==> config.mk <==
export PLATFORM = sky130hd
export DESIGN_NAME = nn_seq_ctrl_ulaw
export DESIGN_NICKNAME = d
export VERILOG_FILES = /design/src/rtl/nn_ctrl_pkg.sv /design/src/rtl/nn_stream_rd.sv /design/src/rtl/nn_seq_ctrl_ulaw.sv
export SDC_FILE = /design/constraint.sdc
export NUM_CORES = 1
export LEC_CHECK = 0
export CAP_MARGIN = 15
export CORE_MARGIN = 2
export CORE_UTILIZATION = 60
export CTS_CLUSTER_SIZE = 16
export DETAILED_ROUTE_END_ITERATION = 12
export PLACE_DENSITY_LB_ADDON = 0.05
export SLEW_MARGIN = 20
export SYNTH_ARGS = -nofsm -noshare
export SYNTH_HDL_FRONTEND = slang
export SYNTH_HIERARCHICAL = 1
export SYNTH_SLANG_ARGS = --single-unit
==> constraint.sdc <==
create_clock -name clk -period 8 [get_ports clk]
set_input_delay 0.8 -clock clk [delete_from_list [all_inputs] [get_ports clk]]
set_output_delay 0.8 -clock clk [all_outputs]
set_load 0.01 [all_outputs]
==> src/rtl/nn_ctrl_pkg.sv <==
// Shared types and sizing helpers for the u-law MNIST sequencing controller.
package nn_ctrl_pkg;

  typedef enum logic [3:0] {
    IDLE,
    CLR,
    L1_ARG,
    L1_LD,
    L1_TEST,
    L1_W,
    L1_WD,
    L1_MAC,
    L2_W,
    L2_WD,
    L2_LUT,
    L2_MAC,
    O_LUT,
    O_SH,
    DONE
  } nn_state_e;

  localparam int N_IN_DEF  = 785;
  localparam int N_HID_DEF = 25;
  localparam int N_OUT_DEF = 10;

  localparam logic [7:0] ULAW_ZERO = 8'hFF;

  // Width of a counter holding values 0..n-1 (never narrower than one bit).
  function automatic int cnt_w(input int n);
    return (n > 1) ? $clog2(n) : 1;
  endfunction

  localparam int I_W_DEF = cnt_w(N_IN_DEF);
  localparam int J_W_DEF = cnt_w(N_HID_DEF + 1);
  localparam int P_W_DEF = cnt_w(N_OUT_DEF);

endpackage

==> src/rtl/nn_stream_rd.sv <==
// Streams COUNT consecutive reads from base_i while en_i is high; the shift
// enable trails each read by one cycle, matching the memory read latency.
module nn_stream_rd
  import nn_ctrl_pkg::*;
#(
  parameter int ADDR_WIDTH = 16,
  parameter int COUNT      = N_HID_DEF
) (
  input  logic                  clk_i,
  input  logic                  rst_ni,
  input  logic                  en_i,
  input  logic [ADDR_WIDTH-1:0] base_i,
  output logic [ADDR_WIDTH-1:0] addr_o,
  output logic                  rd_o,
  output logic                  sh_en_o,
  output logic                  last_o
);

  localparam int KW = cnt_w(COUNT);

  logic [KW-1:0] k_q, k_d;
  logic          sh_q;

  assign rd_o    = en_i;
  assign addr_o  = base_i + ADDR_WIDTH'(k_q);
  assign last_o  = en_i && (k_q == KW'(COUNT - 1));
  assign sh_en_o = sh_q;

  always_comb begin
    k_d = k_q;
    if (en_i) k_d = last_o ? '0 : k_q + KW'(1);
  end

  always_ff @(posedge clk_i or negedge rst_ni) begin
    if (!rst_ni) begin
      k_q  <= '0;
      sh_q <= 1'b0;
    end else begin
      k_q  <= k_d;
      sh_q <= en_i;
    end
  end

endmodule

==> src/rtl/nn_seq_ctrl_ulaw.sv <==
// Inference sequencer: clear, layer-1 MAC, layer-2 MAC, sigmoid readout.
// Define NN_ZERO_SKIP_EN to skip weight loads for u-law zero arguments.
module nn_seq_ctrl_ulaw
  import nn_ctrl_pkg::*;
#(
  parameter int ADDR_WIDTH = 16,
  parameter int N_IN       = N_IN_DEF,
  parameter int N_HID      = N_HID_DEF,
  parameter int N_OUT      = N_OUT_DEF,
  parameter int IMG_BASE   = 0,
  parameter int W1_BASE    = 1024,
  parameter int W2_BASE    = 20736,
  parameter int LUT_BASE   = 32768
) (
  input  logic                  clk,
  input  logic                  rst,
  input  logic                  start,
  output logic                  busy,
  output logic                  done,
  output logic [ADDR_WIDTH-1:0] mem_addr,
  output logic                  mem_rd,
  input  logic                  arg_zero,
  input  logic [ADDR_WIDTH-1:0] lut_idx,
  output logic [3:0]            r_sh_en,
  output logic [1:0]            mac_en,
  output logic [1:0]            mac_clr,
  output logic [ADDR_WIDTH-1:0] lut_pos,
  output logic                  lut_sel
);

  localparam int IW = cnt_w(N_IN);
  localparam int JW = cnt_w(N_HID + 1);
  localparam int PW = cnt_w(N_OUT);

  nn_state_e       state_q, state_d;
  logic [IW-1:0]   i_q, i_d;
  logic [JW-1:0]   j_q, j_d;
  logic [PW-1:0]   p_q, p_d;

  logic [ADDR_WIDTH-1:0] w1_base, w2_base, w1_addr, w2_addr;
  logic                  w1_rd, w2_rd, w1_sh, w2_sh, w1_last, w2_last;
  logic                  skip_arg, i_last;

`ifdef NN_ZERO_SKIP_EN
  assign skip_arg = arg_zero;
`else
  logic unused_arg_zero;
  assign unused_arg_zero = arg_zero;
  assign skip_arg        = 1'b0;
`endif

  assign i_last  = (i_q == IW'(N_IN - 1));
  assign w1_base = ADDR_WIDTH'(W1_BASE) + ADDR_WIDTH'(i_q) * ADDR_WIDTH'(N_HID);
  assign w2_base = ADDR_WIDTH'(W2_BASE) + ADDR_WIDTH'(j_q) * ADDR_WIDTH'(N_OUT);

  nn_stream_rd #(.ADDR_WIDTH(ADDR_WIDTH), .COUNT(N_HID)) u_w1_stream (
    .clk_i   (clk),
    .rst_ni  (rst),
    .en_i    (state_q == L1_W),
    .base_i  (w1_base),
    .addr_o  (w1_addr),
    .rd_o    (w1_rd),
    .sh_en_o (w1_sh),
    .last_o  (w1_last)
  );

  nn_stream_rd #(.ADDR_WIDTH(ADDR_WIDTH), .COUNT(N_OUT)) u_w2_stream (
    .clk_i   (clk),
    .rst_ni  (rst),
    .en_i    (state_q == L2_W),
    .base_i  (w2_base),
    .addr_o  (w2_addr),
    .rd_o    (w2_rd),
    .sh_en_o (w2_sh),
    .last_o  (w2_last)
  );

  assign busy = (state_q != IDLE) && (state_q != DONE);

  always_comb begin
    state_d  = state_q;
    i_d      = i_q;
    j_d      = j_q;
    p_d      = p_q;
    done     = 1'b0;
    mem_addr = ADDR_WIDTH'(IMG_BASE);
    mem_rd   = 1'b0;
    r_sh_en  = {1'b0, w2_sh, w1_sh, 1'b0};
    mac_en   = 2'b00;
    mac_clr  = 2'b00;
    lut_pos  = '0;
    lut_sel  = 1'b0;

    case (state_q)
      IDLE: if (start) state_d = CLR;
      CLR: begin
        mac_clr = 2'b11;
        i_d     = '0;
        state_d = L1_ARG;
      end
      L1_ARG: begin
        mem_rd   = 1'b1;
        mem_addr = ADDR_WIDTH'(IMG_BASE) + ADDR_WIDTH'(i_q);
        state_d  = L1_LD;
      end
      L1_LD: begin
        r_sh_en[0] = 1'b1;
        state_d    = L1_TEST;
      end
      L1_TEST: begin
        if (skip_arg) begin
          state_d = i_last ? L2_W : L1_ARG;
          i_d     = i_last ? '0 : i_q + IW'(1);
          j_d     = '0;
        end else begin
          state_d = L1_W;
        end
      end
      L1_W: begin
        mem_rd   = w1_rd;
        mem_addr = w1_addr;
        if (w1_last) state_d = L1_WD;
      end
      L1_WD: state_d = L1_MAC;
      L1_MAC: begin
        mac_en  = 2'b01;
        state_d = i_last ? L2_W : L1_ARG;
        i_d     = i_last ? '0 : i_q + IW'(1);
        j_d     = '0;
      end
      L2_W: begin
        lut_pos  = ADDR_WIDTH'(j_q);
        mem_rd   = w2_rd;
        mem_addr = w2_addr;
        if (w2_last) state_d = L2_WD;
      end
      L2_WD: begin
        lut_pos = ADDR_WIDTH'(j_q);
        state_d = L2_LUT;
      end
      L2_LUT: begin
        // j=0 is the bias term: no sigmoid lookup, the MAC sees the constant.
        lut_pos = ADDR_WIDTH'(j_q);
        if (j_q != '0) begin
          mem_rd   = 1'b1;
          mem_addr = ADDR_WIDTH'(LUT_BASE) + lut_idx;
        end
        state_d = L2_MAC;
      end
      L2_MAC: begin
        lut_pos = ADDR_WIDTH'(j_q);
        mac_en  = 2'b10;
        if (j_q == JW'(N_HID)) begin
          state_d = O_LUT;
          p_d     = '0;
        end else begin
          state_d = L2_W;
          j_d     = j_q + JW'(1);
        end
      end
      O_LUT: begin
        lut_sel  = 1'b1;
        lut_pos  = ADDR_WIDTH'(p_q);
        mem_rd   = 1'b1;
        mem_addr = ADDR_WIDTH'(LUT_BASE) + lut_idx;
        state_d  = O_SH;
      end
      O_SH: begin
        lut_sel    = 1'b1;
        lut_pos    = ADDR_WIDTH'(p_q);
        r_sh_en[3] = 1'b1;
        if (p_q == PW'(N_OUT - 1)) begin
          state_d = DONE;
        end else begin
          state_d = O_LUT;
          p_d     = p_q + PW'(1);
        end
      end
      DONE: begin
        done    = 1'b1;
        state_d = IDLE;
      end
      default: state_d = IDLE;
    endcase
  end

  always_ff @(posedge clk or negedge rst) begin
    if (!rst) begin
      state_q <= IDLE;
      i_q     <= '0;
      j_q     <= '0;
      p_q     <= '0;
    end else begin
      state_q <= state_d;
      i_q     <= i_d;
      j_q     <= j_d;
      p_q     <= p_d;
    end
  end

endmodule

### Word level (Yosys, flattened, before mapping)

Index checks and enable logic that the tools add are counted.

* flip-flop bits (word level): 34
* bits in latches: 0
* RAM bits: 0
* ROM bits: 0
* input port bits: 20
* output and inout bits: 44
* logic and storage cells: 88
* memories kept: 0

* add/subtract/negate cells: 10
* multipliers: 2
* divide/modulo/power cells: 0
* $lt $le $gt $ge: 0
* equality and inequality tests: 26
* shift-type cells: 0
* multiplexer cells: 27
* bitwise operators: 0
* reduce and logical (&&, ||, !) cells: 15

Operator list (number)
* $pmux W16 S5: 1
* $pmux W4 S14: 1
* $eq A4 B4 Y1 const B: 9
* $mux W4: 7
* $pmux W10 S2: 1
* $pmux W5 S2: 2
* $add A11 B15 Y16 const A: 1
* $add A15 B9 Y16 const A: 1
* $add A16 B16 Y16 const A: 1
* $add A16 B4 Y16: 1
* $add A16 B5 Y16: 1
* $eq A4 B3 Y1 const B: 4
* $mux W16: 1
* $mul A10 B5 Y15 const B: 1
* $ne A2 B2 Y1 const B: 6
* $add A10 B1 Y10 const B: 1
* $add A5 B1 Y5 const B: 2
* $eq A10 B10 Y1 const B: 1
* $eq A5 B5 Y1 const B: 2
* $mux W10: 1
* $mux W5: 2
* $add A4 B1 Y4 const B: 2
* $eq A4 B2 Y1 const B: 2
* $mul A5 B3 Y8 const B: 1
* other kinds (17): 28

### Logic depth before layout (Yosys ltp)

Gate-level depths: netlist of run 1.

* depth in word-level cells: 4
* mapped depth: 19
* mapped depth without buffers: 19

### By module

The synthesis of run 1 kept the hierarchy.

By module, submodules not included
* nn_seq_ctrl_ulaw: times used 1, cells each 358, area each 3015.4 um^2, sequential area each 575.6 um^2
* nn_stream_rd at u_w1_stream: times used 1, cells each 79, area each 686.9 um^2, sequential area each 150.1 um^2
* nn_stream_rd at u_w2_stream: times used 1, cells each 68, area each 615.6 um^2, sequential area each 125.1 um^2

### Worst setup path after synthesis of run 1

No wires, ideal clock.

* kind: register to output
* from: register i_q[5]
* to: output port mem_addr[14]
* arrival time: 3.904 ns
* required time: 7.200 ns
* setup slack: 3.296 ns
* cell stages (with the launch flop): 18
* buffers on the path: 0
* cells stage by stage: dfrtp_1 > inv_1 > ha_1 > fa_1 > inv_1 > ha_1 > ha_1 > and3_1 > a2111oi_4 > o21ai_0 > a21oi_1 > xnor2_1 > nand2_1 > nor3_2 > nand3_1 > xnor2_1 > a222oi_1 > inv_1

* cells in the longest elaborated chain, start to end: 4

Ends and longest elaborated chain
* start: declaration: line nn_seq_ctrl_ulaw.sv:36 `logic [IW-1:0] i_q, i_d;`
* start signal: assignment: line nn_seq_ctrl_ulaw.sv:195 `i_q <= i_d;`
* $mul A10 B5 Y15: line nn_seq_ctrl_ulaw.sv:53 `assign w1_base = ADDR_WIDTH'(W1_BASE) + ADDR_WIDTH'(i_q) * ADDR_WIDTH'(N_HID);`
* $add A11 B15 Y16: line nn_seq_ctrl_ulaw.sv:53
* via w1_base[12]: line nn_seq_ctrl_ulaw.sv:40 `logic [ADDR_WIDTH-1:0] w1_base, w2_base, w1_addr, w2_addr;`
* $add A16 B5 Y16: line nn_stream_rd.sv:25 `assign addr_o = base_i + ADDR_WIDTH'(k_q);`
* via w1_addr[14]: line nn_seq_ctrl_ulaw.sv:40
* $pmux W16 S5: line nn_seq_ctrl_ulaw.sv:94 `case (state_q)`
* end: declaration: line nn_seq_ctrl_ulaw.sv:20 `output logic [ADDR_WIDTH-1:0] mem_addr,`

The timed path passes the listed nets, and every way through them passes these cells.

### Worst setup path in the final report of run 1

* from: register i_q[5]
* to: output port mem_addr[13]

The elaborated chain is that of the path after synthesis.

==> results of run 1 <==
==> cells in the mapped netlist (5+ instances only) <==
master     n  area, sq um
ha_1      66          826
nand2_1   56          210
inv_1     44          165
dfrtp_1   34          851
xnor2_1   27          236
nor2_1    25         93.8
o21ai_0   23          115
xor2_1    20          175
nand3_1   19         95.1
buf_4     18          135
a21oi_1   17         85.1
a222oi_1  15          150
nand4_1   11         68.8
a21o_1     9         67.6
fa_1       8          160
nor3_1     8         40.0
o21ai_1    8         40.0
and2_1     6         37.5
nor2b_1    6         37.5
buf_2      5         25.0
nand2b_1   5         31.3
==> sequential cells by signal (all words and copies together), names as in the netlist <==
name,count
u_w1_stream/k_q,5
state_q,4
u_w2_stream/sh_en_o,1
p_q,4
j_q,5
u_w1_stream/sh_en_o,1
u_w2_stream/k_q,4
i_q,10
==> power groups by stage <==
stage / registers [W] / logic [W] / clock network [W]
after floorplan: 0.000175 / 0.0000126 / 0
after global placement: 0.000175 / 0.0000259 / 0
after detailed placement: 0.000175 / 0.0000261 / 0
after CTS: 0.000172 / 0.0000263 / 0.000139
after global routing: 0.000172 / 0.0000294 / 0.000147
final: 0.000172 / 0.0000264 / 0.000138
==> critical path: cells and delay by family (launching register included) <==
family,cells,cell delay (ns)
DFF,1,0.49
adders and majority gates,4,1.49
and+or+nand+nor,4,0.70
buffers and inverters,4,0.73
AOI/OAI and AO/OA,4,1.12
xor gates and xnor gates,2,0.34
==> area by class of cell <==
cell class	count	area [sq um]
clock buffers	6	82.6
clock inverters	2	12.5
fillers	560	1900
inverters	45	169
multi-input cells	421	3200
flip-flops and latches	34	851
well taps	96	120
repair buffers	54	533
==> final timing paths <==
path	to	slack, ns	cells past startpoint
min reg2reg	p_q[1]$_DFFE_PN0P_	0.59	2
min in group asynchronous	u_w2_stream/sh_en_o$_DFF_PN0_	0.91	2
min	p_q[1]$_DFFE_PN0P_	0.59	2
max	mem_addr[13]	2.02	18
max in group asynchronous	state_q[0]$_DFFE_PN0P_	6.77	2
max reg2reg	state_q[0]$_DFFE_PN0P_	4.95	7
==> per-stage QoR <==
| step | cells | hold slack (ns) | cell area, sq um | total power, W |
|---|---|---|---|---|
| after floorplan | 530 | 0.504 | 4410 | 0.000188 |
| after global placement | 650 | 0.549 | 4860 | 0.000201 |
| after detailed placement | 650 | 0.569 | 4870 | 0.000201 |
| after CTS | 658 | 0.592 | 4960 | 0.000337 |
| after global routing | 658 | 0.613 | 4960 | 0.000348 |
| final | 658 | 0.589 | 4960 | 0.000336 |
==> cells by family after synthesis <==
group | count (synthesis) | share of synthesized area [%]
other cells | 2 | 0.174
flops | 34 | 19.7
mux | 3 | 0.724
fa+ha+maj | 74 | 22.8
compound gates | 104 | 17.5
buf+inv | 75 | 8.58
simple gates | 166 | 21.0
xor+xnor | 47 | 9.53
==> per-layer routing <==
metal / track usage (%) / share of wire (%) / wire, um / vias up
met5: 0 / 0 / 0 / -
li1: - / - / - / 1862
met2: 44.6 / 49 / 4900 / 102
met3: 3.08 / 5.6 / 558 / 10
met4: 4.55 / 0.80 / 80 / 0
met1: 37.5 / 45 / 4450 / 1782
==> layout by cell type (no fill, tap or decap), drive strengths merged, types with 8 or more instances in the layout <==
cell type,count
o21ai,34
dfrtp,34
nor2,26
xor2,20
inv,45
xnor2,27
nand2,56
nand3,19
a21oi,19
nor2b,8
conb,27
a21o,9
nand4,13
fa,8
ha,66
nor3,10
a222oi,15
clkdlybuf4s50,51
==> impl_metrics.ini, run 1 <==
[status]
status = completed

[die]
start_util_pct = 62.9
core_sq_mm = 0.00687
fp.dieH_um = 88.8
die_w_um = 88.8
rows = 30
die-area_sq_mm = 0.00789
io_pins = 64

[finish]
diodes = 0
area_growth_pct = 15.0
final_net_count = 655
layout-drive-gt1-share_pct = 6.41
utilization_pct = 72.3

[timing]
period_share_pct = 74.8
drv_slew = 0
max_slew_margin_pct = 33.8
timing.fmax_mhz = 167
fin_tns_setup_ns = 0
timing.final.crit_period_ns = 5.98
tightest_slew_ns = 0.990
rsz0062_at_grt = no
layout_setup_ws_ns = 2.02
finalHoldViolations = 0
setup_violations = 0
clock_skew_ns = 0.00373

[setup_path]
slowest_delay_ns = 0.53
required_ns = 7.20
crit_type = register to output port
arrival_ns = 5.18
worstPathCellList = inv_1, ha_1, fa_1, inv_1, ha_1, ha_1, and3_1, a2111oi_4, o21ai_0, a21oi_1, xnor2_1, nand2_1, nor3_2, nand3_1, xnor2_1, a222oi_1, inv_1, clkdlybuf4s50_1
end_kind = output port
slowest_stage = fa_1
startpoint = i_q[5]$_DFFE_PN0P_
path_max_fanout = 6
r2r-start = state_q[3]$_DFFE_PN0P_
startpoint_type = register

[cts]
numCtsBuffers = 5
tritoncts = built
postCtsSetupRepairBufs = 0
cts_sinks = 34
cts.clk_slew.worst_paths_ns = 0.07
cts_max_path_buffers = 2
cts-htree-levels = 2
cts_resized = 0
clk_latency_ns = 0.29
holdBufCountCts = 0
root_buffer = clkbuf_8

[synth]
ys_async_sr_fraction_pct = 100
yosysSeqAreaShare_pct = 19.7
yosysWarnings = 6
syn_area_sq_mm = 0.00432
syn_area_per_cell_sq_um = 8.55
synth-main-ff-cell = dfrtp_1
netlist_instances = 505
ys_ff_latch = 34
synth.distinct_cells = 71
synth_edf_count = 0

[power_and_ir_drop]
clkPwrFrac_pct = 41.0
p_comb_share_pct = 7.9
p_per_area_mw_per_mm2 = 67.6
ir_worst_vdd_uv = 53.8
leakage_nw = 2.43
power.internal_w = 0.000255
power_frac_seq_pct = 51.1
swShare_pct = 24.0
p_switching_w = 0.0000806

[drt]
drt_iter0_drc = 312
first_pass_iters = 7
drt-total-wl_um = 9990
ant_nets = 0
via_per_inst = 5.71
drc = 0
wl_per_cell_um = 15.2
num_vias = 3756

[placement]
numPortBuffers = 51
place_congestion = 0.906
pre_cts_ws_ns = 2.39
dp_hpwl_um = 7890

[global_route]
grt_max_degree = 35
overflow = 0
antenna_found_initial = 0
grt_pass1_wl_um = 16500
grt_pass1_vias = 3505
grt_usage_pct = 26.6

[hold_path]
min_path_type = register to register
min_from = p_q[1]$_DFFE_PN0P_

[job]
drv_cap = 0
Note: power is estimated with default switching activity, not from simulation.
==> run 2, diff against run 1 <==
Settings changed: CORE_UTILIZATION 60 to 56.
Clock period 8 ns to 6.17 ns, I/O delays scaled along.
==> impl_metrics.ini, run 2 (synthesized netlist as in run 1, its figures left out) <==
[timing]
rsz0062_at_grt = no
max_slew_margin_pct = 34.7
timing.final.crit_period_ns = 5.71
finalHoldViolations = 0
setup_violations = 0
timing.fmax_mhz = 175
period_share_pct = 92.6
layout_setup_ws_ns = 0.456
hold_ws_ns = 0.579
clock_skew_ns = 0.00899
fin_tns_setup_ns = 0
tightest_slew_ns = 0.976
drv_slew = 0

[finish]
layout_common_cells = ha_1, nand2_1, clkdlybuf4s50_1, inv_1, dfrtp_1
largest_reg_flops = 10
largest_registers = i_q (10), j_q (5), u_w1_stream/k_q (5)
regMostFlops = i_q
final_net_count = 656
layout_commonest_cell = ha_1
layout-drive-gt1-share_pct = 6.57
diodes = 0
area_growth_pct = 16.2
utilization_pct = 65.9

[cts]
cts_max_path_buffers = 2
cts_sinks = 34
cts-htree-levels = 2
numCtsBuffers = 5
holdBufCountCts = 0
tritoncts = built
root_buffer = clkbuf_8
clk_latency_ns = 0.29
cts.clk_slew.worst_paths_ns = 0.08
postCtsSetupRepairBufs = 0
cts_resized = 0

[setup_path]
r2r_cells = 7
r2r-start = state_q[3]$_DFFE_PN0P_
required_ns = 5.55
r2r_slack_ns = 3.15
end_kind = output port
startpoint = i_q[5]$_DFFE_PN0P_
arrival_ns = 5.10
path_max_fanout = 6
crit_type = register to output port
setup.worst_path.end = mem_addr[15]
startpoint_type = register
r2r_end = state_q[1]$_DFFE_PN0P_

[hold_path]
min_path_type = register to register

[die]
die-area_sq_mm = 0.00843
die_w_um = 91.8
fp.dieH_um = 91.8
start_util_pct = 56.8
rows = 32
core_sq_mm = 0.00761
io_pins = 64

[placement]
pre_cts_ws_ns = 0.842
dp_hpwl_um = 7760
place_congestion = 0.837
numPortBuffers = 51

[global_route]
grt_pass1_wl_um = 17000
grt_pass1_vias = 3590
overflow = 0
grt_usage_pct = 24.7
grt_max_degree = 35
antenna_found_initial = 0

[drt]
via_per_inst = 5.59
ant_nets = 0
drt_iter0_drc = 216
num_vias = 3720
drt-total-wl_um = 9920
first_pass_iters = 6
drc = 0
wl_per_cell_um = 14.9

[job]
drv_cap = 0

[status]
status = completed

[power_and_ir_drop]
p_per_area_mw_per_mm2 = 101
ir_worst_vdd_uv = 70.6
leakage_nw = 2.45
## run 2: changes by cell type in the layout (fill, tap and decap cells not counted)
cell	previous run	this run
buf_4	3	4
bufinv_16	0	2
clkbuf_8	6	5
clkinv_2	1	0
clkinv_4	0	1
clkinvlp_4	1	0
nor3b_2	1	2
nor3b_4	1	0
## run 2: critical path, stage by stage (launching register included)
cell and delay (ns):
dfrtp_1 0.50, inv_1 0.11, ha_1 0.32, fa_1 0.52
inv_1 0.04, ha_1 0.28, ha_1 0.34, and3_1 0.23
a2111oi_4 0.41, o21ai_0 0.13, a21oi_1 0.19, xnor2_1 0.19
nand2_1 0.10, nor3_2 0.24, nand4_1 0.14, xnor2_1 0.20
a22oi_1 0.11, o21ai_0 0.16, clkdlybuf4s50_1 0.58
## run 2: routing by layer
| layer | up-vias | track usage, % | share of wire [%] |
|---|---|---|---|
| li1 | 1866 | - | - |
| met1 | 1767 | 33.7 | 47 |
| met2 | 81 | 42.8 | 49 |
| met3 | 6 | 2.96 | 3.5 |
| met4 | 0 | 3.98 | 0.74 |
| met5 | - | 0 | 0 |
## run 2: area by class of cell
cell class	count	area (sq um)
Sequential cell	34	851
Clock buffer	5	68.8
Clock inverter	3	68.8
Timing Repair Buffer	55	541
Multi-Input combinational cell	421	3190
Inverter	45	169
Fill cell	685	2590
Tap cell	102	128
## run 2: power breakdown
group          switching, W   total, W  internal [W]  leakage (nW)
combinational     0.0000159  0.0000344     0.0000185          1.93
clock             0.0000892   0.000251      0.000162        0.0683
sequential                0   0.000223      0.000223         0.451
## run 2: worst min path at each step
| stage | start | end | slack, ns | cells past startpoint |
|---|---|---|---|---|
| finish | p_q[0]$_DFFE_PN0P_ | p_q[0]$_DFFE_PN0P_ | 0.58 | 1 |
| global route | i_q[6]$_DFFE_PN0P_ | i_q[6]$_DFFE_PN0P_ | 0.62 | 1 |
| CTS | u_w2_stream/k_q[3]$_DFFE_PN0P_ | u_w2_stream/k_q[3]$_DFFE_PN0P_ | 0.58 | 1 |
| detailed placement | u_w2_stream/k_q[3]$_DFFE_PN0P_ | u_w2_stream/k_q[3]$_DFFE_PN0P_ | 0.56 | 1 |
| global placement | p_q[1]$_DFFE_PN0P_ | p_q[1]$_DFFE_PN0P_ | 0.55 | 2 |
| floorplan | rst | i_q[0]$_DFFE_PN0P_ | 0.32 | 0 |
## run 2: metrics by stage
| step | std cells | total power [W] | cell area (sq um) |
|---|---|---|---|
| floorplan | 530 | 0.000243 | 4410 |
| global placement | 657 | 0.000261 | 4880 |
| detailed placement | 657 | 0.000261 | 4880 |
| CTS | 665 | 0.000512 | 5020 |
| global route | 665 | 0.000526 | 5020 |
| finish | 665 | 0.000508 | 5020 |
==> run 3, diff against run 2 <==
Settings changed: GPL_TIMING_DRIVEN set to 1.
==> results of run 3 <==
The final DEF is identical to that of run 2; final timing and power are the same.
==> RTL change 1 (config.mk and constraints of run 1) <==
`ADDR_WIDTH` is set to 16 in 2 places; all go to 17.
--- a/src/rtl/nn_stream_rd.sv
+++ b/src/rtl/nn_stream_rd.sv
@@ -5,3 +5,3 @@
 #(
-  parameter int ADDR_WIDTH = 16,
+  parameter int ADDR_WIDTH = 17,
   parameter int COUNT      = N_HID_DEF
--- a/src/rtl/nn_seq_ctrl_ulaw.sv
+++ b/src/rtl/nn_seq_ctrl_ulaw.sv
@@ -5,3 +5,3 @@
 #(
-  parameter int ADDR_WIDTH = 16,
+  parameter int ADDR_WIDTH = 17,
   parameter int N_IN       = N_IN_DEF,
Interface: changed (resized lut_idx, lut_pos and mem_addr); port bits go from 64 to 67. The function was not compared with the original's and may differ.
==> RTL change 1 against run 1 <==
Sequential share of layout area decreased by 0.31 points. Cell area up 1.9%. Largest power group unchanged. Setup slack gained 0.16 ns. Non-clock buffer count increased by 4. Total power down 2.0%. Register-to-register slack improved by 0.76 ns. Critical endpoint is now mem_addr[16]. Sequential power barely moved. Area after synthesis up 1.4%. Global-route usage shrank 0.61 points. Wire length is 0.20% higher. Sequential cell count did not move. Clock skew increased by 0.0026 ns.
==> RTL change 1: results (changes against run 1) <==
slew_headroom: 0.5319  # was 0.3379
grt_pass1_vias: 3457  # was 3505
ir_worst_vdd_uv: 47.40  # was 53.85 uV
grt_pass1_wl_um: 16210  # was 16530 um
insertedDiodeCount: 0  # unchanged
gp_congestion: 0.8607  # was 0.9059
routed-via-count: 3798  # was 3756
grtUsageMet2: 0.4236  # was 0.4457
clock_latency_ns: 0.29  # about the same
nNetsFinal: 669  # was 655
worstPathArrival_ns: 5.02  # was 5.18 ns
cts_buffers: 5  # unchanged
h-tree-depth: 2  # unchanged
cp_slowest_cell: "clkdlybuf4s50_1"  # was fa_1
totalWireLength_um: 10010  # was 9988 um
numPortBuffers: 53  # was 51
synth_flop_cell: "dfrtp_1"  # unchanged
use_met1: 0.3727  # was 0.3746
status: "complete, no violations"  # unchanged
dr.pass1.iters: 7  # unchanged
grt-ovfl-total: 0  # unchanged
post_cts_resized: 0  # unchanged
synth_cell_types: 65  # was 71
dpl.hpwl_um: 7776  # was 7887 um
cp_max_fo: 7  # was 6
ys_seq_area_frac: 0.1943  # was 0.1970
rrSetupSlack_ns: 5.71  # was 4.95 ns
slowest_delay_ns: 0.53  # about the same
reg.largest.list: "i_q x10, j_q x5, u_w1_stream/k_q x5"  # unchanged
netlist_top_cells_count: "ha_1, nand2_1, inv_1"  # unchanged
ys_warn_count: 6  # unchanged
synth.area.top_cells: "dfrtp_1, ha_1, xnor2_1"  # unchanged
drtIter0Drc: 266  # was 312
track_usage: 0.2598  # was 0.2659
p_leak_nw: 2.540  # was 2.426 nW
grt_use_met3: 0.03324  # was 0.03078
antenna_found_initial: 0  # unchanged
clkSlewWorstSetupHoldPaths_ns: 0.07  # about the same
hp-class: "reg -> reg"  # unchanged
postCtsSetupRepairBufs: 0  # unchanged
synthArstFlopShare: 1.000  # unchanged
clockBufferDepth: 2  # unchanged
drive_above_1_share: 0.04696  # was 0.06406
final.setup_skew_ns: 0.006355  # was 0.003731 ns
cts_root_buffer: "clkbuf_8"  # unchanged
## RTL change 1: changes by cell type in the layout (fill, tap and decap cells not counted), moves of 3 or more
cell	delta
nor2b_1	+4
o21ai_1	+8
a21oi_1	-4
a211oi_1	+3
o21ai_0	-9
inv_1	+3
nand3_1	-4
o21bai_1	+4
and3_1	+7
conb_1	+4
o21ai_2	-3
## RTL change 1: area by class of cell
type                    count  area, um2
flip-flops and latches     34      850.8
repair buffers             58      568.0
multi-input cells         428       3247
fillers                   572       2118
inverters                  47      176.4
clock inverters             1      5.005
well taps                  99      123.9
clock buffers               7      86.33
## RTL change 1: per-stage QoR
| stage | setup slack [ns] | cells | hold slack (ns) | area, um2 |
|---|---|---|---|---|
| global placement | 2.595 | 666 | 0.5497 | 4966 |
| CTS | 2.129 | 674 | 0.5851 | 5057 |
| floorplan | 3.416 | 543 | 0.5044 | 4488 |
| detailed placement | 2.468 | 666 | 0.5597 | 4966 |
| finish | 2.177 | 674 | 0.5789 | 5057 |
| global route | 1.685 | 674 | 0.6068 | 5057 |
## RTL change 1: kinds of logic after synthesis
family,share of synthesized area
other,0.001715
buffers and inverters,0.09029
AND/OR/NAND/NOR,0.2109
flip-flops,0.1943
AO/OA/AOI/OAI,0.1766
multiplexers,0.007143
XOR/XNOR,0.09400
adder cells (fa/ha/maj),0.2251
## RTL change 1: critical path: cells and delay by family (launching register included)
family                     cells  cell delay (ns)
AOI/OAI and AO/OA              4             0.98
xor gates and xnor gates       2             0.44
adders and majority gates      4             1.42
buffers and inverters          5             0.79
DFF                            1             0.49
and+or+nand+nor                4             0.61
## RTL change 1: routing by layer
| layer | vias up | share of wire |
|---|---|---|
| met5 | - | 0 |
| met4 | 0 | 0.0076 |
| met3 | 7 | 0.044 |
| met2 | 87 | 0.48 |
| met1 | 1800 | 0.47 |
| li1 | 1904 | - |
## RTL change 1: where the power goes
part	internal, W	total (W)	switching, W	leakage, nW
sequential	0.000172	0.000172	0	0.445
combinational	0.0000110	0.0000214	0.0000104	2.05
clock	0.0000695	0.000136	0.0000666	0.0482
## RTL change 1: final timing paths
check	from	endpoint	cells after the start
max in group asynchronous	rst	i_q[9]	2
hold reg to reg	u_w2_stream/k_q[3]	u_w2_stream/k_q[3]	1
setup / recovery	i_q[3]	mem_addr[16]	19
min in group asynchronous	rst	u_w2_stream/sh_en_o	2
hold / removal	u_w2_stream/k_q[3]	u_w2_stream/k_q[3]	1
setup reg to reg	state_q[3]	state_q[1]	6
==> RTL change 2 (settings of run 1) <==
Without the edit above. `i_q`, `j_q` and `p_q` no longer have a reset.
--- a/src/rtl/nn_seq_ctrl_ulaw.sv
+++ b/src/rtl/nn_seq_ctrl_ulaw.sv
@@ -189,10 +189,4 @@
       state_q <= IDLE;
-      i_q     <= '0;
-      j_q     <= '0;
-      p_q     <= '0;
     end else begin
       state_q <= state_d;
-      i_q     <= i_d;
-      j_q     <= j_d;
-      p_q     <= p_d;
     end
@@ -200,2 +194,8 @@
 
+  always_ff @(posedge clk) begin
+    i_q <= i_d;
+    j_q <= j_d;
+    p_q <= p_d;
+  end
+
 endmodule
Function: same outputs for any inputs over 10 cycles, from zero or initial values and one cycle with rst low; that may be too few to reach the edited logic, so the function may still have changed.
==> RTL change 2 against run 1 <==
Setup slack improved by 0.24 ns. Area after synthesis fell by 0.78%. Maximum frequency rose by 4.2%. Sequential cell count did not move. Count of clock-buffer cells in the layout did not move. Via count fell by 5.5%. Global-route usage fell by 1.3 points. Highest routed layer unchanged. Register-to-register slack improved by 0.75 ns. Wire length fell by 5.1%. Largest power group unchanged. Sequential share of layout area rose by 1.9 points. Cell area rose by 0.30%. Total power rose by 14%. Non-clock buffer count fell by 1.
==> RTL change 2: results (changes against run 1) <==
seq_share: 0.1899  # was 0.1714
track_usage: 0.2527  # was 0.2659
grtUsageMet2: 0.4005  # was 0.4457
ys_seq_area_frac: 0.2208  # was 0.1970
slew_headroom: 0.3051  # was 0.3379
synth_cell_types: 63  # was 71
wl_met1_um: 4509  # was 4449 um
hold-worst-slack_ns: 0.6108  # was 0.5890 ns
synth_flop_cell: "edfxtp_1"  # was dfrtp_1
nonClockInverterCount: 55  # was 45
worstHoldEndpoint: "u_w2_stream/k_q[3]"  # was p_q[1]
status: "complete, no violations"  # unchanged
synth-edff-count: 19  # was 0
hold_depth: 1  # was 2
wl_met2_um: 4421  # was 4899 um
gp_congestion: 0.8809  # was 0.9059
synthMuxAreaShare: 0.004965  # was 0.007244
buf_share: 0.1055  # was 0.1074
grt_pass1_wl_um: 15490  # was 16530 um
use_met1: 0.3743  # was 0.3746
grt_use_met3: 0.02892  # was 0.03078
reg2reg_to: "state_q[1]"  # was state_q[0]
synth_compound_area_frac: 0.1653  # was 0.1750
synthAdderAreaFrac: 0.2301  # was 0.2283
reg2reg_from: "state_q[2]"  # was state_q[3]
synthArstFlopShare: 0.4412  # was 1.000
netlist_top_cells_count: "ha_1, inv_1, nor2_1"  # was ha_1, nand2_1, inv_1
nNonClkBuffers: 53  # was 54
min_from: "u_w2_stream/k_q[3]"  # was p_q[1]
vias_per_cell: 5.519  # was 5.708
totalWireLength_um: 9476  # was 9988 um
nNetsFinal: 640  # was 655
routed-wl-met3_um: 503  # was 558 um
r2r_cells: 8  # was 7
fillerInstances: 546  # was 560
power_switching_w: 0.00007738  # was 0.00008065 W
grt_pass1_vias: 3296  # was 3505
drtIter0Drc: 224  # was 312
synth.area.top_cells: "ha_1, edfxtp_1, dfrtp_1"  # was dfrtp_1, ha_1, xnor2_1
clock_area_frac: 0.02663  # was 0.01915
ir_worst_vdd_uv: 91.78  # was 53.85 uV
final.setup_skew_ns: 0.004942  # was 0.003731 ns
## RTL change 2: through the flow
step                total power [W]  instance area, um2  setup WS [ns]  instances
floorplan                 0.0001970                4378          3.454        515
global placement          0.0002032                4842          2.680        635
detailed placement        0.0002034                4842          2.567        635
CTS                       0.0003847                4975          2.245        643
global route              0.0003953                4980          2.024        643
finish                    0.0003822                4980          2.257        643
## RTL change 2: power by group through the flow
stage | sequential, W | clock, W | combinational (W)
2_1_floorplan | 0.000187 | 0 | 0.00000979
3_3_place_gp | 0.000187 | 0 | 0.0000161
3_5_place_dp | 0.000187 | 0 | 0.0000163
4_1_cts | 0.000183 | 0.000185 | 0.0000164
5_1_grt | 0.000183 | 0.000193 | 0.0000189
6_report | 0.000183 | 0.000182 | 0.0000167
## RTL change 2: worst max-delay path by stage
stage	slack, ns	endpoint	cells after the start	from
6_report	2.26	mem_addr[14]	19	i_q[2]
5_1_grt	2.02	mem_addr[14]	19	i_q[2]
4_1_cts	2.24	mem_addr[14]	19	i_q[2]
3_5_place_dp	2.57	mem_addr[14]	19	i_q[2]
3_3_place_gp	2.68	mem_addr[14]	19	i_q[2]
2_1_floorplan	3.45	mem_addr[15]	18	i_q[2]
## RTL change 2: worst max-delay path, cell delays in order (launching register included)
cell             delay (ns)
edfxtp_1               0.51
inv_1                  0.08
ha_1                   0.29
inv_1                  0.05
fa_1                   0.50
inv_1                  0.04
ha_1                   0.32
ha_1                   0.30
a21o_1                 0.22
a21o_1                 0.21
a21o_1                 0.19
a221oi_2               0.24
xnor2_1                0.21
nand2_1                0.10
nor3_2                 0.24
nand3_1                0.12
xnor2_1                0.24
a22oi_1                0.12
o21ai_0                0.09
clkdlybuf4s50_1        0.58
